[src/rtl/arb_pkg.sv]
// Shared arbiter definitions: FSM state encoding, beat counter width and a
// behavioural round-robin pick usable by any arbiter in the codebase.
package arb_pkg;

    typedef enum logic [0:0] {
        IDLE  = 1'b0,
        GRANT = 1'b1
    } arb_state_e;

    localparam int MAX_BURST_LIMIT = 15;
    localparam int MAX_REQ_LIMIT   = 8;

    // Sized for the largest legal MAX_BURST so every instance can share it.
    localparam int CNT_W = $clog2(MAX_BURST_LIMIT + 1);

    // One-hot of the first set request at or after ptr, wrapping at n.
    function automatic logic [MAX_REQ_LIMIT-1:0] rr_pick(
        input logic [MAX_REQ_LIMIT-1:0] req,
        input logic [2:0]               ptr,
        input int                       n
    );
        logic [MAX_REQ_LIMIT-1:0] pick;
        logic                     found;
        int                       idx;
        pick  = '0;
        found = 1'b0;
        for (int k = 0; k < MAX_REQ_LIMIT; k++) begin
            idx = (int'(ptr) + k) % n;
            if (k < n && !found && req[idx]) begin
                pick[idx] = 1'b1;
                found     = 1'b1;
            end
        end
        return pick;
    endfunction

endpackage

[src/rtl/rr_priority_pick.sv]
// Round-robin priority picker: rotate so ptr lands on bit 0, isolate the
// lowest set bit, rotate back. Purely combinational.
module rr_priority_pick #(
    parameter  int N  = 4,
    localparam int PW = $clog2(N)
) (
    input  logic [N-1:0]  i_req,
    input  logic [PW-1:0] i_ptr,
    output logic [N-1:0]  o_onehot,
    output logic [PW-1:0] o_idx,
    output logic          o_any
);

    logic [N-1:0] w_rot;
    logic [N-1:0] w_first;

    always_comb begin
        w_rot    = N'({i_req, i_req} >> i_ptr);
        // Two's-complement trick keeps only the lowest set bit.
        w_first  = w_rot & (~w_rot + N'(1));
        o_onehot = N'(({w_first, w_first} << i_ptr) >> N);
        o_any    = |i_req;
        o_idx    = '0;
        for (int i = 0; i < N; i++) begin
            if (o_onehot[i]) begin
                o_idx = PW'(i);
            end
        end
    end

endmodule

[src/rtl/rr_burst_arbiter.sv]
// Round-robin burst arbiter: grants one requester at a time onto a shared
// valid/ready datapath and caps each grant at MAX_BURST beats.
module rr_burst_arbiter
    import arb_pkg::*;
#(
    parameter  int NREQ      = 4,
    parameter  int WIDTH     = 8,
    parameter  int MAX_BURST = 4,
    localparam int SRC_W     = $clog2(NREQ)
) (
    input  logic                  CLK,
    input  logic                  RST,
    input  logic [NREQ-1:0]       req,
    input  logic [NREQ*WIDTH-1:0] req_data,
    input  logic [NREQ-1:0]       req_last,
    output logic [NREQ-1:0]       gnt,
    output logic                  res_valid,
    output logic [WIDTH-1:0]      res_data,
    output logic                  res_last,
    output logic [SRC_W-1:0]      res_src,
    input  logic                  res_ready,
    output logic                  busy
);

    arb_state_e       r_state;
    arb_state_e       w_next_state;
    logic [SRC_W-1:0] r_ptr;
    logic [SRC_W-1:0] r_src;
    logic [NREQ-1:0]  r_gnt;
    logic [CNT_W-1:0] r_beat_cnt;

    logic [NREQ-1:0]  w_pick_onehot;
    logic [SRC_W-1:0] w_pick_idx;
    logic             w_pick_any;
    logic             w_sel_req;
    logic             w_sel_last;
    logic [WIDTH-1:0] w_sel_data;
    logic             w_at_cap;
    logic             w_xfer;
    logic             w_release;
    logic [SRC_W-1:0] w_ptr_next;

    rr_priority_pick #(
        .N(NREQ)
    ) u_pick (
        .i_req   (req),
        .i_ptr   (r_ptr),
        .o_onehot(w_pick_onehot),
        .o_idx   (w_pick_idx),
        .o_any   (w_pick_any)
    );

    // Output muxes: everything visible to the datapath follows the held grant,
    // and res_ready only feeds internal state.
    always_comb begin
        w_sel_req  = req[r_src];
        w_sel_last = req_last[r_src];
        w_sel_data = req_data[r_src*WIDTH +: WIDTH];
        w_at_cap   = (r_beat_cnt == CNT_W'(MAX_BURST - 1));
        busy       = (r_state == GRANT);
        res_valid  = busy & w_sel_req;
        res_last   = res_valid & (w_sel_last | w_at_cap);
        res_data   = res_valid ? w_sel_data : '0;
        w_xfer     = res_valid & res_ready;
        w_release  = busy & ((w_xfer & res_last) | (~w_sel_req & res_ready));
        w_ptr_next = (r_src == SRC_W'(NREQ - 1)) ? '0 : r_src + SRC_W'(1);
    end

    assign gnt     = r_gnt;
    assign res_src = r_src;

    always_comb begin
        // NOTE: the default comes first so every path assigns the signal;
        // a missing branch would otherwise infer a latch.
        w_next_state = r_state;
        case (r_state)
            IDLE:    if (w_pick_any) w_next_state = GRANT;
            GRANT:   if (w_release)  w_next_state = IDLE;
            default: w_next_state = IDLE;
        endcase
    end

    always_ff @(posedge CLK) begin
        // NOTE: non-blocking assignments so every flop samples pre-edge values.
        if (RST) begin
            r_state <= IDLE;
        end else begin
            r_state <= w_next_state;
        end
    end

    always_ff @(posedge CLK) begin
        if (RST) begin
            r_ptr      <= '0;
            r_src      <= '0;
            r_gnt      <= '0;
            r_beat_cnt <= '0;
        end else begin
            case (r_state)
                IDLE: begin
                    if (w_pick_any) begin
                        r_gnt      <= w_pick_onehot;
                        r_src      <= w_pick_idx;
                        r_beat_cnt <= '0;
                    end
                end
                GRANT: begin
                    // Releasing always forces a dead IDLE cycle before the next grant.
                    if (w_release) begin
                        r_gnt <= '0;
                        r_ptr <= w_ptr_next;
                    end else if (w_xfer) begin
                        r_beat_cnt <= r_beat_cnt + CNT_W'(1);
                    end
                end
                default: begin
                    r_gnt <= '0;
                end
            endcase
        end
    end

endmodule

[config.mk]
export PLATFORM = sky130hd
export DESIGN_NAME = rr_burst_arbiter
export DESIGN_NICKNAME = d
export VERILOG_FILES = /design/src/rtl/arb_pkg.sv /design/src/rtl/rr_priority_pick.sv /design/src/rtl/rr_burst_arbiter.sv
export SDC_FILE = /design/constraint.sdc
export NUM_CORES = 1
export LEC_CHECK = 0
export ABC_AREA = 1
export CAP_MARGIN = 20
export CORE_ASPECT_RATIO = 0.75
export CORE_UTILIZATION = 40
export DETAILED_ROUTE_END_ITERATION = 10
export PLACE_DENSITY = 0.83
export SYNTH_ARGS = -nofsm -noshare
export SYNTH_HDL_FRONTEND = slang
export SYNTH_SLANG_ARGS = --single-unit
[constraint.sdc]
create_clock -name CLK -period 3.8 [get_ports CLK]
set_clock_uncertainty 0.05 [all_clocks]
set_input_delay 0.76 -clock CLK [delete_from_list [all_inputs] [get_ports CLK]]
set_output_delay 0.76 -clock CLK [all_outputs]
set_load 0.01 [all_outputs]
[Yosys cells after proc, flatten, opt, wreduce, memory -nomap -nowiden]
Index checks and enable logic that the tools add are counted.
Word-level totals
  memories kept: 0
  word-level logic and storage cells: 54
  RAM bits: 0
  output and inout bits: 17
  memory bits (read-only): 0
  bits in registers: 13
  input bits: 43
  latch bits: 0
Cells by class
  mux-type cells: 19
  multipliers: 0
  divide/modulo/power cells: 0
  shift operators: 3
  eq/ne operators: 6
  magnitude comparators: 1
  bitwise logic cells: 12
  add/sub/neg operators: 3
  reduce and logical (&&, ||, !) cells: 5
Operators with widths (count)
  $shiftx 32x6->8: 1
  $mux 4: 5
  $pmux 4 s2: 2
  $add 4x1->4 const B: 2
  $mux 8: 1
  $shl 8x2->8: 1
  $shr 8x2->4: 1
  $and 1x1->1: 6
  $mux 2: 3
  $ne 2x1->1 const B: 3
  $reduce_and 2->1: 3
  $mux 1: 5
  $and 4x4->4: 1
  $bmux 1 s2: 2
  $eq 4x2->1 const B: 1
  $not 4->4: 1
  $reduce_or 4->1: 1
  $lt 2x3->1 const B: 1
  $reduce_and 3->1: 1
  $add 2x1->2 const B: 1
  $eq 2x2->1 const B: 1
  $ne 2x2->1 const B: 1
  $not 1->1: 2
  $or 1x1->1: 2
  $pmux 1 s2: 1

[Depth between registers and ports, before layout]
  depth in word-level cells: 9
  gate-level depth with buffers: 13
  depth with buffers taken out: 12

[Cells and area by module]
From an unflattened synthesis, not the netlist that was laid out.
Second synthesis, totals
  cell total of the unflattened synthesis: 236
  area, all modules: 1330.0 um^2
By module, submodules not included
  rr_burst_arbiter: area an instance 1003.5 um^2, instances 1, cells an instance 174
  rr_priority_pick: area an instance 326.6 um^2, instances 1, cells an instance 62

[Worst setup path after synthesis]
OpenSTA, ideal clock, no wires.
  kind: input to output
  from: in req[1]
  to: out res_data[0]
  required time: 2.990 ns
  stages on the path: 6
  slack: 1.533 ns
  arrival time: 1.457 ns
  cell sequence: nand2_1 nand3_1 nand2_2 nor2_4 inv_1 a21oi_1
On the way
  word-level cells in the longest chain between the ends: 4
Ends and longest elaborated chain
  start, declared: line rr_burst_arbiter.sv:13  | input logic [NREQ-1:0] req,
  $bmux 1 s2: line rr_burst_arbiter.sv:56  | w_sel_req = req[r_src];
  $mux 1 (implied by the code): line rr_burst_arbiter.sv:56
  $and 1x1->1: line rr_burst_arbiter.sv:61  | res_valid = busy & w_sel_req;
  via res_valid: line rr_burst_arbiter.sv:17  | output logic res_valid,
  $mux 8: line rr_burst_arbiter.sv:63  | res_data = res_valid ? w_sel_data : '0;
  end, declared: line rr_burst_arbiter.sv:18  | output logic [WIDTH-1:0] res_data,
The timed path passes the listed nets, and every way through them passes these cells. The select of a mux whose other input is x is not followed.

[Final worst setup path]
  from: in req[3]
  to: out res_data[0]
On the way
  word-level cells in the longest chain between the ends: 4
Ends and longest elaborated chain (line)
  $bmux 1 s2: rr_burst_arbiter.sv:56
  $mux 1 (implied by the code): rr_burst_arbiter.sv:56
  $and 1x1->1: rr_burst_arbiter.sv:61
  $mux 8: rr_burst_arbiter.sv:63
Every way passes these cells. The select of a mux whose other input is x is not followed.

==> flow_metrics.py <==
metrics = {
    "final_layout": {
        "nNetsFinal": 322,
        "design_area_sq_um": 1887,
        "layout_common_cells": "59 x clkdlybuf4s50_1, 46 x nand2_1, 39 x nor2_1, 33 x nand3_1, 19 x a21oi_1",
        "drive_gt1_frac": 0.07971,
        "layout.cells.non_filler": 314,
        "antenna_cells": 0,
        "post-route-util": 0.6336,
        "syn2layout_area_growth_pct": 48.86,
        "layout_commonest_cell": "clkdlybuf4s50_1",
    },
    "detailed_routing": {
        "drc": 0,
        "first_pass_iters": 4,
        "avgViaCountPerCell": 5.029,
        "wl_um": 3720,
        "vias": 1579,
        "drtAntennaViolNets": 0,
        "wl_per_cell_um": 11.85,
        "initialDrtViolationCount": 107,
    },
    "timing": {
        "fin_ws_ns": 0.4246,
        "setup_viol": 0,
        "worst_pin_slew_ns": 0.4813,
        "final_hold_viol_count": 0,
        "whs_ns": 0.4273,
        "fmax_mhz": 296.3,
        "maxSlewViolCount": 0,
        "fin_tns_setup_ns": 0,
        "fin_crit_sh": 0.8883,
        "rsz0062_at_grt": "false",
        "period_needed_ns": 3.375,
        "slew_headroom": 0.6787,
    },
    "hold_path": {
        "hold_class": "flip-flop to flip-flop",
    },
    "setup_path": {
        "start_kind": "input port",
        "worstPathArrival_ns": 2.57,
        "worstPathRequired_ns": 2.99,
        "endpoint_kind": "primary output",
        "path_class": "input port to primary output",
        "path_max_fanout": 8,
    },
    "global_route": {
        "grtUsageTotal": 0.2371,
        "grt_overflow": 0,
        "grt_first_pass_wirelength_um": 6230,
        "grt_pass1_vias": 1416,
        "grt_max_degree": 21,
        "antenna_found_initial": 0,
    },
    "clocking": {
        "numCtsBuffers": 3,
        "cts_resized": 0,
        "hold_buffers": 0,
        "cts.path.max_buffers": 2,
        "clk_latency_ns": 0.24,
        "h-tree-depth": 1,
        "cts_tree": "done",
        "root_buffer": "clkbuf_8",
        "clock_sinks": 13,
        "path_clk_slew_ns": 0.05,
        "postCtsSetupBuffers": 0,
    },
    "die": {
        "fp.dieW_um": 67,
        "start_util": 0.4256,
        "die_area_sq_um": 3400,
        "die_y_um": 50.75,
        "fp-row-count": 17,
        "core_area_sq_um": 2978,
        "io_pins": 60,
    },
    "logic_synthesis": {
        "syn-num-nets": 266,
        "ys.warnings.count": 0,
        "synth_area_leaders": "dfxtp_1 21%, nand2_1 14%, nand3_1 13%, nor2_1 12%, a21oi_1 7.5%",
        "synth_top_area_share": 0.2053,
        "syn_area_sq_um": 1267,
        "synth_cell_types": 24,
        "synth_top_area_cell": "dfxtp_1",
        "yosysSeqAreaShare": 0.2053,
        "syn_avg_cell_area_sq_um": 5.735,
        "synth_seq_cells": 13,
        "syn_inst": 221,
    },
    "placement": {
        "place_inst": 310,
        "routabilityCongestion": 0.8132,
        "place_hpwl_um": 2949,
        "io_buffer_count": 59,
        "post-place-ws_ns": 0.4368,
        "place_area_sq_um": 1842,
    },
    "power": {
        "powerDensity_nw_per_um2": 352.2,
        "ir_drop_mv": 0.2170,
        "p_leak_nw": 0.8324,
        "totalPowerFinal_mw": 0.6645,
    },
    "run": {
        "maxCapViolCount": 0,
    },
    "run_status": {
        "status": "complete, no violations",
    },
}
## sequential cells by signal (all words and copies together) (netlist names)
| register | flops |
|---|---|
| res_src | 2 |
| busy | 1 |
| r_beat_cnt | 4 |
| r_ptr | 2 |
| gnt | 4 |
## final timing paths
path	startpoint	to	slack (ns)	cells after the start
setup / recovery	req[3]	res_data[0]	0.42	8
hold / removal	gnt[3]	gnt[3]	0.43	2
setup reg to reg	res_src[0]	r_beat_cnt[0]	1.65	9
hold reg to reg	gnt[3]	gnt[3]	0.43	2
## critical path: stages
cell             delay, ns
clkdlybuf4s50_1       0.53
nand2_1               0.07
nand3_1               0.12
nand2_2               0.10
nor2_4                0.12
inv_1                 0.15
a21oi_1               0.17
clkdlybuf4s50_1       0.56
## cell families (layout without fill, tap and decap cells)
logic type               count (synthesis)  in the layout  share of synthesized area
AO/OA/AOI/OAI                           39             39                     0.1619
XOR/XNOR                                 2              2                    0.01382
adder cells (fa/ha/maj)                  2              2                    0.01974
buffers and inverters                   32             87                     0.1273
flip-flops                              13             13                     0.2053
AND/OR/NAND/NOR                        133            133                     0.4719
## synth_stat cells, drive strengths merged
cell type  number
clkinv          1
xor2            1
buf            10
nand4           4
o211ai          1
dfxtp          13
o21ai          18
nand2          51
nand3          37
inv            21
o21a            1
a21oi          19
nor2           41
xnor2           1
ha              2
## layout make-up
| cell class | count | area [sq um] |
|---|---|---|
| Clock buffer | 4 | 45.04 |
| Sequential cell | 13 | 260.3 |
| Multi-Input combinational cell | 176 | 845.8 |
| Inverter | 22 | 82.58 |
| Timing Repair Buffer | 61 | 605.6 |
| Tap cell | 38 | 47.55 |
| Fill cell | 281 | 1091 |
## routing by layer
layer | global-route usage | vias to the layer above | routed length [um]
li1 | - | 833 | -
met3 | 0.06136 | 2 | 198
met4 | 0.03191 | 0 | 7
met2 | 0.3717 | 40 | 1671
met1 | 0.3293 | 704 | 1843
met5 | 0 | - | 0
## power by group
| part | switching, mW | internal (mW) | leakage (nW) |
|---|---|---|---|
| Clock | 0.0497 | 0.0741 | 0.0228 |
| Sequential | 0.0241 | 0.152 | 0.106 |
| Combinational | 0.198 | 0.166 | 0.703 |
| Total | 0.272 | 0.393 | 0.832 |
(Power assumes the default switching activity.)
